**config.mk**
```make
export PLATFORM = sky130hd
export DESIGN_NAME = one_over_one_plus_x_flat
export DESIGN_NICKNAME = d
export VERILOG_FILES = /design/src/rtl/one_over_one_plus_x_if.sv /design/src/rtl/one_over_one_plus_x.sv /design/src/flat_wrapper.sv
export SDC_FILE = /design/constraint.sdc
export NUM_CORES = 2
export LEC_CHECK = 0
export CAP_MARGIN = 20
export CORE_ASPECT_RATIO = 0.8
export CORE_UTILIZATION = 55
export DETAILED_ROUTE_END_ITERATION = 12
export GPL_TIMING_DRIVEN = 0
export PLACE_DENSITY_LB_ADDON = 0.08
export SLEW_MARGIN = 10
export SYNTH_ARGS = -nofsm -noshare
export SYNTH_HDL_FRONTEND = slang
export SYNTH_SLANG_ARGS = --single-unit
export TNS_END_PERCENT = 30
```
**constraint.sdc**
```tcl
create_clock -name clk -period 23.9 [get_ports clk]
set_input_delay 3.585 -clock clk [delete_from_list [all_inputs] [get_ports clk]]
set_output_delay 3.585 -clock clk [all_outputs]
set_load 0.01 [all_outputs]
```
**src/rtl/one_over_one_plus_x_if.sv**
```systemverilog
// Valid/ready stream bundle for the 1/(1+x) block: operand x in, result y out.
// master = the surrounding logic that feeds x and consumes y; slave = the block itself.
interface one_over_one_plus_x_if;
    logic [31:0] x;
    logic        input_valid;
    logic        input_ready;
    logic [31:0] y;
    logic        output_valid;
    logic        output_ready;

    modport master (
        output x,
        output input_valid,
        input  input_ready,
        input  y,
        input  output_valid,
        output output_ready
    );

    modport slave (
        input  x,
        input  input_valid,
        output input_ready,
        output y,
        output output_valid,
        input  output_ready
    );
endinterface

```
**src/rtl/one_over_one_plus_x.sv**
```systemverilog
// y = 1/(1+x) for Q0.31 x in [0,1), bit-exact to gemmlowp's Newton-Raphson reciprocal,
// computed iteratively with a single shared 32x32 signed multiplier.
module one_over_one_plus_x #(
    parameter int NR_ITERS = 3
) (
    input  logic                  clk,
    input  logic                  rst,
    one_over_one_plus_x_if.slave  bus
);

    localparam logic signed [31:0] C48_17  = 32'sd1515870810;
    localparam logic signed [31:0] CN32_17 = -32'sd1010580540;
    localparam logic signed [31:0] ONE_Q2  = 32'sd536870912;
    localparam logic signed [31:0] INT_MAX = 32'sh7FFFFFFF;
    localparam logic signed [31:0] INT_MIN = 32'sh80000000;
    localparam logic signed [63:0] NUDGE_POS = 64'sd1073741824;
    localparam logic signed [63:0] NUDGE_NEG = -64'sd1073741823;
    localparam logic signed [63:0] TRUNC_BIAS = 64'sd2147483647;

    typedef enum logic [2:0] {S_IDLE, S_SEED, S_NR_A, S_NR_B, S_OUT} state_t;

    state_t             state_q, state_d;
    logic [2:0]         iter_q, iter_d;
    logic signed [31:0] hd_q, hd_d;
    logic signed [31:0] est_q, est_d;
    logic signed [31:0] t_q, t_d;
    logic signed [31:0] y_q, y_d;
    logic signed [31:0] mul_a, mul_b, mul_r, est_new;
    logic signed [63:0] prod;
    logic               accept, last_iter;

    // Saturating rounding doubling high multiply; p is the full product a*b.
    // Division by 2^31 truncates toward zero, hence the bias on negative sums.
    function automatic logic signed [31:0] srdhm(input logic signed [31:0] a,
                                                 input logic signed [31:0] b,
                                                 input logic signed [63:0] p);
        logic signed [63:0] s;
        if (a == INT_MIN && b == INT_MIN) return INT_MAX;
        s = (p >= 0) ? p + NUDGE_POS : p + NUDGE_NEG;
        if (s < 0) s = s + TRUNC_BIAS;
        return 32'(s >>> 31);
    endfunction

    function automatic logic signed [31:0] sat_shl2(input logic signed [31:0] v);
        if (v > 32'sh1FFFFFFF) return INT_MAX;
        if (v < -32'sh20000000) return INT_MIN;
        return v <<< 2;
    endfunction

    function automatic logic signed [31:0] sat_shl1(input logic signed [31:0] v);
        if (v > 32'sh3FFFFFFF) return INT_MAX;
        if (v < -32'sh40000000) return INT_MIN;
        return v <<< 1;
    endfunction

    assign accept    = bus.input_valid && bus.input_ready;
    assign last_iter = (iter_q == 3'(NR_ITERS - 1));

    always_ff @(posedge clk or negedge rst) begin
        if (!rst) state_q <= S_IDLE;
        else      state_q <= state_d;
    end

    always_comb begin
        state_d = state_q;
        case (state_q)
            S_IDLE:  if (accept) state_d = S_SEED;
            S_SEED:  state_d = S_NR_A;
            S_NR_A:  state_d = S_NR_B;
            S_NR_B:  state_d = last_iter ? S_OUT : S_NR_A;
            S_OUT:   if (bus.output_ready) state_d = S_IDLE;
            default: state_d = S_IDLE;
        endcase
    end

    // input_ready is gated by rst so it stays low for the whole reset assertion.
    always_comb begin
        bus.input_ready  = rst && (state_q == S_IDLE);
        bus.output_valid = (state_q == S_OUT);
    end

    assign bus.y = y_q;

    always_comb begin
        mul_a = '0;
        mul_b = '0;
        case (state_q)
            S_SEED: begin mul_a = hd_q;  mul_b = CN32_17; end
            S_NR_A: begin mul_a = hd_q;  mul_b = est_q;   end
            S_NR_B: begin mul_a = est_q; mul_b = t_q;     end
            default: ;
        endcase
        prod    = 64'(mul_a) * 64'(mul_b);
        mul_r   = srdhm(mul_a, mul_b, prod);
        est_new = est_q + sat_shl2(mul_r);
    end

    always_comb begin
        hd_d   = hd_q;
        est_d  = est_q;
        t_d    = t_q;
        y_d    = y_q;
        iter_d = iter_q;
        case (state_q)
            S_IDLE: begin
                // (x + 1)/2 with x[31] cleared: half denominator in [0.5, 1)
                if (accept)
                    hd_d = $signed(32'((33'(bus.x & 32'h7FFFFFFF) + 33'h080000000) >> 1));
            end
            S_SEED: begin
                est_d  = C48_17 + mul_r;
                iter_d = '0;
            end
            S_NR_A: t_d = ONE_Q2 - mul_r;
            S_NR_B: begin
                est_d  = est_new;
                iter_d = iter_q + 3'd1;
                if (last_iter) y_d = sat_shl1(est_new);
            end
            default: ;
        endcase
    end

    always_ff @(posedge clk or negedge rst) begin
        if (!rst) begin
            hd_q   <= '0;
            est_q  <= '0;
            t_q    <= '0;
            y_q    <= '0;
            iter_q <= '0;
        end else begin
            hd_q   <= hd_d;
            est_q  <= est_d;
            t_q    <= t_d;
            y_q    <= y_d;
            iter_q <= iter_d;
        end
    end

endmodule

```
**src/flat_wrapper.sv**
```systemverilog
// flat-port wrapper written by rule: the top's interface ports become plain ports
module one_over_one_plus_x_flat 
#(
    parameter int NR_ITERS = 3
)
  (clk, rst, bus_x, bus_input_valid, bus_input_ready, bus_y, bus_output_valid, bus_output_ready);
  one_over_one_plus_x_if bus_i ();
  input  logic clk;
  input  logic rst;
  input wire logic [$bits(bus_i.x)-1:0] bus_x;
  input wire logic [$bits(bus_i.input_valid)-1:0] bus_input_valid;
  output wire logic [$bits(bus_i.input_ready)-1:0] bus_input_ready;
  output wire logic [$bits(bus_i.y)-1:0] bus_y;
  output wire logic [$bits(bus_i.output_valid)-1:0] bus_output_valid;
  input wire logic [$bits(bus_i.output_ready)-1:0] bus_output_ready;
  assign bus_i.x = bus_x;
  assign bus_i.input_valid = bus_input_valid;
  assign bus_input_ready = bus_i.input_ready;
  assign bus_y = bus_i.y;
  assign bus_output_valid = bus_i.output_valid;
  assign bus_i.output_ready = bus_output_ready;
  one_over_one_plus_x #(.NR_ITERS(NR_ITERS)) u_core (.clk(clk), .rst(rst), .bus(bus_i));
endmodule
```
# After elaboration in Yosys (flattened, before gate mapping)
# Index checks and enable logic that the tools add are counted.
# W data, S select, Z words.
op_classes:
  add_sub_neg: 8
  multipliers: 1
  n_lt_le_gt_ge: 6
  eq_ne: 9
  muxes: 31
  n_reduce_logical: 9
op_table:
  columns: ["op", "n"]
  rows:
  - ["$mux W32", 10]
  - ["$pmux W32 S2", 2]
  - ["$pmux W32 S3", 1]
  - ["$add A64 B31 Y64 const B", 1]
  - ["$add A64 B32 Y64 const B", 1]
  - ["$eq A32 B32 Y1 const B", 2]
  - ["$ge A64 B1 Y1 const B", 1]
  - ["$lt A64 B1 Y1 const B", 1]
  - ["$mul A32 B32 Y64", 1]
  - ["$mux W64", 1]
  - ["$add A63 B32 Y63 const B", 1]
  - ["$mux W63", 1]
  - ["$add A31 B32 Y33 const B", 1]
  - ["$add A32 B32 Y32", 1]
  - ["$add A32 B32 Y32 const A", 1]
  - ["$gt A32 B30 Y1 const B", 1]
  - ["$gt A32 B31 Y1 const B", 1]
  - ["$lt A32 B30 Y1 const B", 1]
  - ["$lt A32 B31 Y1 const B", 1]
  - ["$sub A31 B32 Y32 const A", 1]
  - ["$pmux W3 S5", 1]
  - ["$mux W1", 11]
  - ["$eq A3 B2 Y1 const B", 3]
  - ["$mux W3", 3]
  - ["other kinds (10)", 15]
word_totals:
  regBits: 134
  input_bits: 36

# Longest topological paths before layout
depth:
  ltp_word: 24
  ltp_mapped: 80
  ltp_nobuf: 70

# Worst setup path after synthesis
# Ideal clock, no wire load.
synth_path:
  path_kind: "reg2reg"
  startpoint: "register u_core.state_q[2]"
  endpoint: "register u_core.y_q[21], in the netlist u_core.bus.y[21]"
  setup_time_ns: 0.066
  arrival_ns: 18.215
  t_required_ns: 23.834
  slack_ns: 5.618
  path_stages_with_launch: 70
  path_buffers: 9
  path_cell_list: "dfrtp_1 > clkbuf_1 > nand2b_1 > nor2_1 > clkbuf_1 > clkbuf_1 > buf_1 > buf_1 > clkbuf_1 > a22oi_1 > nor2_1 > fa_1 > fa_1 > fa_1 > fa_1 > inv_1 > fa_1 > inv_1 > [... 34 more ...] > nand2b_1 > a21boi_0 > o31a_1 > o41ai_1 > o21ai_0 > or4_1 > a31oi_1 > nor2b_1 > o21a_1 > o41a_1 > a41o_1 > nor4_1 > o31a_1 > o21a_1 > xnor3_2 > nor3_4 > buf_6 > a221o_1"
synth_via:
  elab_chain_len: 22
synth_rtl:
  columns: ["item", "line", "source"]
  rows:
  - ["start: declaration", "one_over_one_plus_x.sv:22", "state_t state_q, state_d;"]
  - ["start signal: assignment", "one_over_one_plus_x.sv:61", "else state_q <= state_d;"]
  - ["$eq A3 B1 Y1 or $eq A3 B2 Y1 (tied branches)", "one_over_one_plus_x.sv:87", "case (state_q)"]
  - ["$reduce_or A2 Y1 (no source line)", null, null]
  - ["$pmux W32 S2", "one_over_one_plus_x.sv:87", null]
  - ["$mul A32 B32 Y64", "one_over_one_plus_x.sv:93", "prod = 64'(mul_a) * 64'(mul_b);"]
  - ["$add A64 B31 Y64, or another cell as far along", "one_over_one_plus_x.sv:39", "s = (p >= 0) ? p + NUDGE_POS : p + NUDGE_NEG;"]
  - ["$mux W64", "one_over_one_plus_x.sv:39", null]
  - ["$add A63 B32 Y63 or $lt A64 B1 Y1 (tied branches)", "one_over_one_plus_x.sv:40", "if (s < 0) s = s + TRUNC_BIAS;"]
  - ["$mux W63", "one_over_one_plus_x.sv:40", null]
  - ["[... 5 more ...]", null, null]
  - ["$mux W32", "one_over_one_plus_x.sv:46", "if (v < -32'sh20000000) return INT_MIN;"]
  - ["$add A32 B32 Y32", "one_over_one_plus_x.sv:95", "est_new = est_q + sat_shl2(mul_r);"]
  - ["$lt A32 B31 Y1", "one_over_one_plus_x.sv:52", "if (v < -32'sh40000000) return INT_MIN;"]
  - ["$mux W1 (2 in a row)", "one_over_one_plus_x.sv:52", null]
  - ["$mux W1", "one_over_one_plus_x.sv:118", "if (last_iter) y_d = sat_shl1(est_new);"]
  - ["$mux W1", "one_over_one_plus_x.sv:104", "case (state_q)"]
  - ["$mux W32", "one_over_one_plus_x.sv:53", "return v <<< 1;"]
  - ["$mux W32", "one_over_one_plus_x.sv:52", null]
  - ["end signal: assignment", "one_over_one_plus_x.sv:135", "y_q <= y_d;"]
  - ["end: declaration", "one_over_one_plus_x.sv:27", "logic signed [31:0] y_q, y_d;"]
# Parallel ways exist; a longest one is shown, timed or not. The select of a mux whose other input is x is not followed.
# A chain may end at the register's enable or synchronous reset.

# Worst setup path after layout
layout_path:
  startpoint: "register u_core.state_q[1]"
  endpoint: "register u_core.y_q[11], in the netlist u_core.bus.y[11]"
# The elaborated chain is that of the path after synthesis.

==> flow_metrics.py <==
metrics = {
    "critical_path": {
        "cpPeakStageDelay_ns": 1.13,
        "crit_fanout": 11,
        "r2r_end": "u_core.bus.y[11]",
        "end_kind": "flip-flop",
        "crit_required_ns": 24.29,
        "path_common_cell": "fa_1",
        "rr_worst_depth": 64,
        "timing.rr.start": "u_core.state_q[1]",
        "worstPathArrival_ns": 23.89,
        "startpoint_type": "flip-flop",
        "cpMaxStageDelayCell": "fa_1",
        "rrSetupSlack_ns": 0.40,
        "worstSetupPathType": "reg -> reg",
    },
    "die": {
        "die_height_um": 268.7,
        "initial_core_util": 0.5573,
        "core_mm2": 0.08775,
        "pin_count": 70,
        "dieArea_mm2": 0.09012,
        "rows": 97,
        "die_w_um": 335.4,
    },
    "layout": {
        "final-seq-area_mm2": 0.003328,
        "final_cell_area_mm2": 0.05235,
        "multi_input_area_mm2": 0.04069,
        "fillCellCount": 7966,
        "final_layout_size_suffix_gt1_frac": 0.04420,
        "layout.nets": 7147,
        "synthToLayoutAreaGrowth_pct": 7.056,
    },
    "drt": {
        "dr_wl_met3_mm": 38.14,
        "dr.pass1.iters": 12,
        "vias": 45280,
        "drc_errors": 0,
        "ant_nets": 0,
        "wl_per_cell_um": 30.78,
        "topRoutingLayerUsed": "met5",
        "drt_wl_total_mm": 215.8,
        "initialDrtViolationCount": 6909,
        "met1Wirelength_mm": 82.62,
        "vias_per_cell": 6.458,
        "wl_met2_mm": 82.30,
    },
    "synth": {
        "yosysMostFrequentCell": "fa_1",
        "syn_area_per_cell_um2": 8.617,
        "synthCells": 5675,
        "synth_nets": 7020,
        "yosys-top-cells-count": "fa_1 (1083), inv_1 (1030), nand2_1 (729), nor2_1 (689), clkbuf_1 (237)",
        "synth_edf_count": 0,
        "synth-seq-cells": 133,
        "synth_largest_area_cell": "fa_1",
        "synth_top_area_frac": 0.4433,
        "ys.flop_type": "dfrtp_1",
        "syn_area_mm2": 0.04890,
        "synth_cell_type_count": 122,
        "ys_async_sr_fraction": 1.000,
        "seq_area_frac_synth": 0.06806,
        "yosys_warnings": 0,
        "synthTopCellsByArea": "fa_1 (44%), inv_1 (7.9%), dfrtp_1 (6.8%)",
    },
    "clocking": {
        "cts_max_path_buffers": 2,
        "cts_root_buf": "clkbuf_16",
        "clock-sinks": 133,
        "cts_tree": "yes",
        "holdBufCountCts": 0,
        "clk_latency_ns": 0.47,
        "clk_pin_slew_ns": 0.06,
        "cts_made_buffers": 17,
        "cts-htree-levels": 4,
    },
    "job": {
        "maxCapViolCount": 0,
    },
    "timing": {
        "final.period_utilization": 0.9831,
        "whs_ns": 0.4812,
        "tightest_slew_ns": 1.526,
        "setup_viol": 0,
        "period_minus_slack_ns": 23.50,
        "finalSetupTns_ns": 0,
        "worst_slack_ns": 0.4028,
        "slew_violations": 6,
        "final_hold_viol_count": 0,
        "clock_skew_ns": 0.01562,
        "slew-limit-headroom": -0.01712,
        "fmax_ghz": 0.04256,
    },
    "worst_hold_path": {
        "hold_depth": 2,
        "holdCritPathClass": "reg -> reg",
        "hold_start": "u_core.bus.y[1]",
        "holdPathEnd": "u_core.bus.y[1]",
    },
    "grt": {
        "grt_usage": 0.4869,
        "grt_start_max_net_pins": 101,
        "grt_pass1_wl_mm": 309.1,
        "antenna_found_initial": 15,
        "grt_overflow_total": 0,
        "grt_pass1_vias": 43700,
    },
    "status": {
        "outcome": "complete, but fails checks",
        "violations": "max-slew violations",
    },
    "placed_design": {
        "post-place-ws_ns": -0.7396,
        "io_buffers": 67,
        "dpl-instance-area_mm2": 0.05151,
        "hpwl_mm": 184.8,
        "gp_congestion": 1.147,
    },
}
==> routing by layer <==
layer / global-route usage / up-vias
met5: 0.005851 / -
met3: 0.2424 / 752
met1: 0.6648 / 22730
met4: 0.2192 / 22
li1: - / 18080
met2: 0.6411 / 3695
==> logic make-up after synthesis <==
logic type / Yosys count / synth area share
compound gates: 790 / 0.1102
buf+inv: 1329 / 0.1030
xor+xnor: 191 / 0.03533
simple gates: 1872 / 0.1709
mux: 51 / 0.01133
flops: 133 / 0.06806
fa+ha+maj: 1309 / 0.5012
==> layout make-up <==
class,count,share of cell area
Antenna cell,9,0.0004302
Tap cell,1188,0.02839
Buffer,294,0.02266
Sequential cell,133,0.06357
Clock buffer,18,0.008197
Inverter,1032,0.07399
Multi-Input combinational cell,4213,0.7772
Clock inverter,14,0.003824
Timing Repair Buffer,111,0.02175
==> flip-flops by register name, summed over array words and instances (netlist names) <==
register and flops:
u_core.bus.y 32, u_core.state_q 3, u_core.est_q 32, u_core.hd_q 31, u_core.iter_q 3, u_core.t_q 32
==> stage by stage <==
step                  util  std cells
global placement    0.5819       6930
floorplan                -       5675
global route        0.5964       7003
CTS                 0.5943       6995
detailed placement  0.5870       6963
finish              0.5966       7012
==> worst max path at each step <==
stage                      start                to  slack, ns  cells after the start
6_report       u_core.state_q[1]  u_core.bus.y[11]       0.40                     64
3_3_place_gp   u_core.state_q[2]  u_core.bus.y[28]      -0.70                     68
2_1_floorplan  u_core.state_q[2]  u_core.bus.y[21]       5.62                     69
4_1_cts        u_core.state_q[2]  u_core.bus.y[11]       0.03                     68
5_1_grt        u_core.state_q[1]  u_core.bus.y[25]      -0.06                     65
3_5_place_dp   u_core.state_q[2]  u_core.bus.y[23]      -0.74                     68
==> timing repair <==
action / 4_1_cts / 5_1_grt
endpoints found under the setup margin: 36 / 40
gates cloned: 0 / 0
pin swaps: 0 / 1
setup buffers: 0 / 2
resized for setup: 3 / 35
==> layout by cell type (no fill, tap or decap), types with 25 or more instances in the layout <==
cell type / Yosys / final
a22o_1: 47 / 44
a21o_1: 58 / 58
inv_1: 1030 / 1030
a21oi_1: 175 / 166
xor2_1: 55 / 54
fa_1: 1083 / 1081
nor3_1: 68 / 65
nand2_1: 729 / 728
ha_1: 226 / 226
and3_1: 30 / 30
or3_1: 30 / 30
dfrtp_1: 133 / 133
nor4_1: 37 / 37
a31oi_1: 25 / 25
clkbuf_1: 237 / 224
nor2_1: 689 / 689
o21ai_0: 158 / 157
mux2_2: 35 / 35
clkdlybuf4s50_1: 0 / 66
a221o_1: 29 / 29
nand4_1: 63 / 63
and2_1: 34 / 34
xnor2_1: 132 / 132
nand3_1: 67 / 67
o21a_1: 25 / 25
buf_1: 37 / 34
a22oi_1: 57 / 46
==> critical path, delay by kind of cell (launching register included) <==
kind	cells	cell delay [ns]
and+or+nand+nor	17	6.14
AOI/OAI and AO/OA	23	6.22
DFF	1	0.42
adders and majority gates	10	5.63
xor gates and xnor gates	3	1.24
buffers and inverters	11	3.69
Power is not shown: default switching activity piles up to over one toggle a cycle in this logic, so the estimate is an artifact.
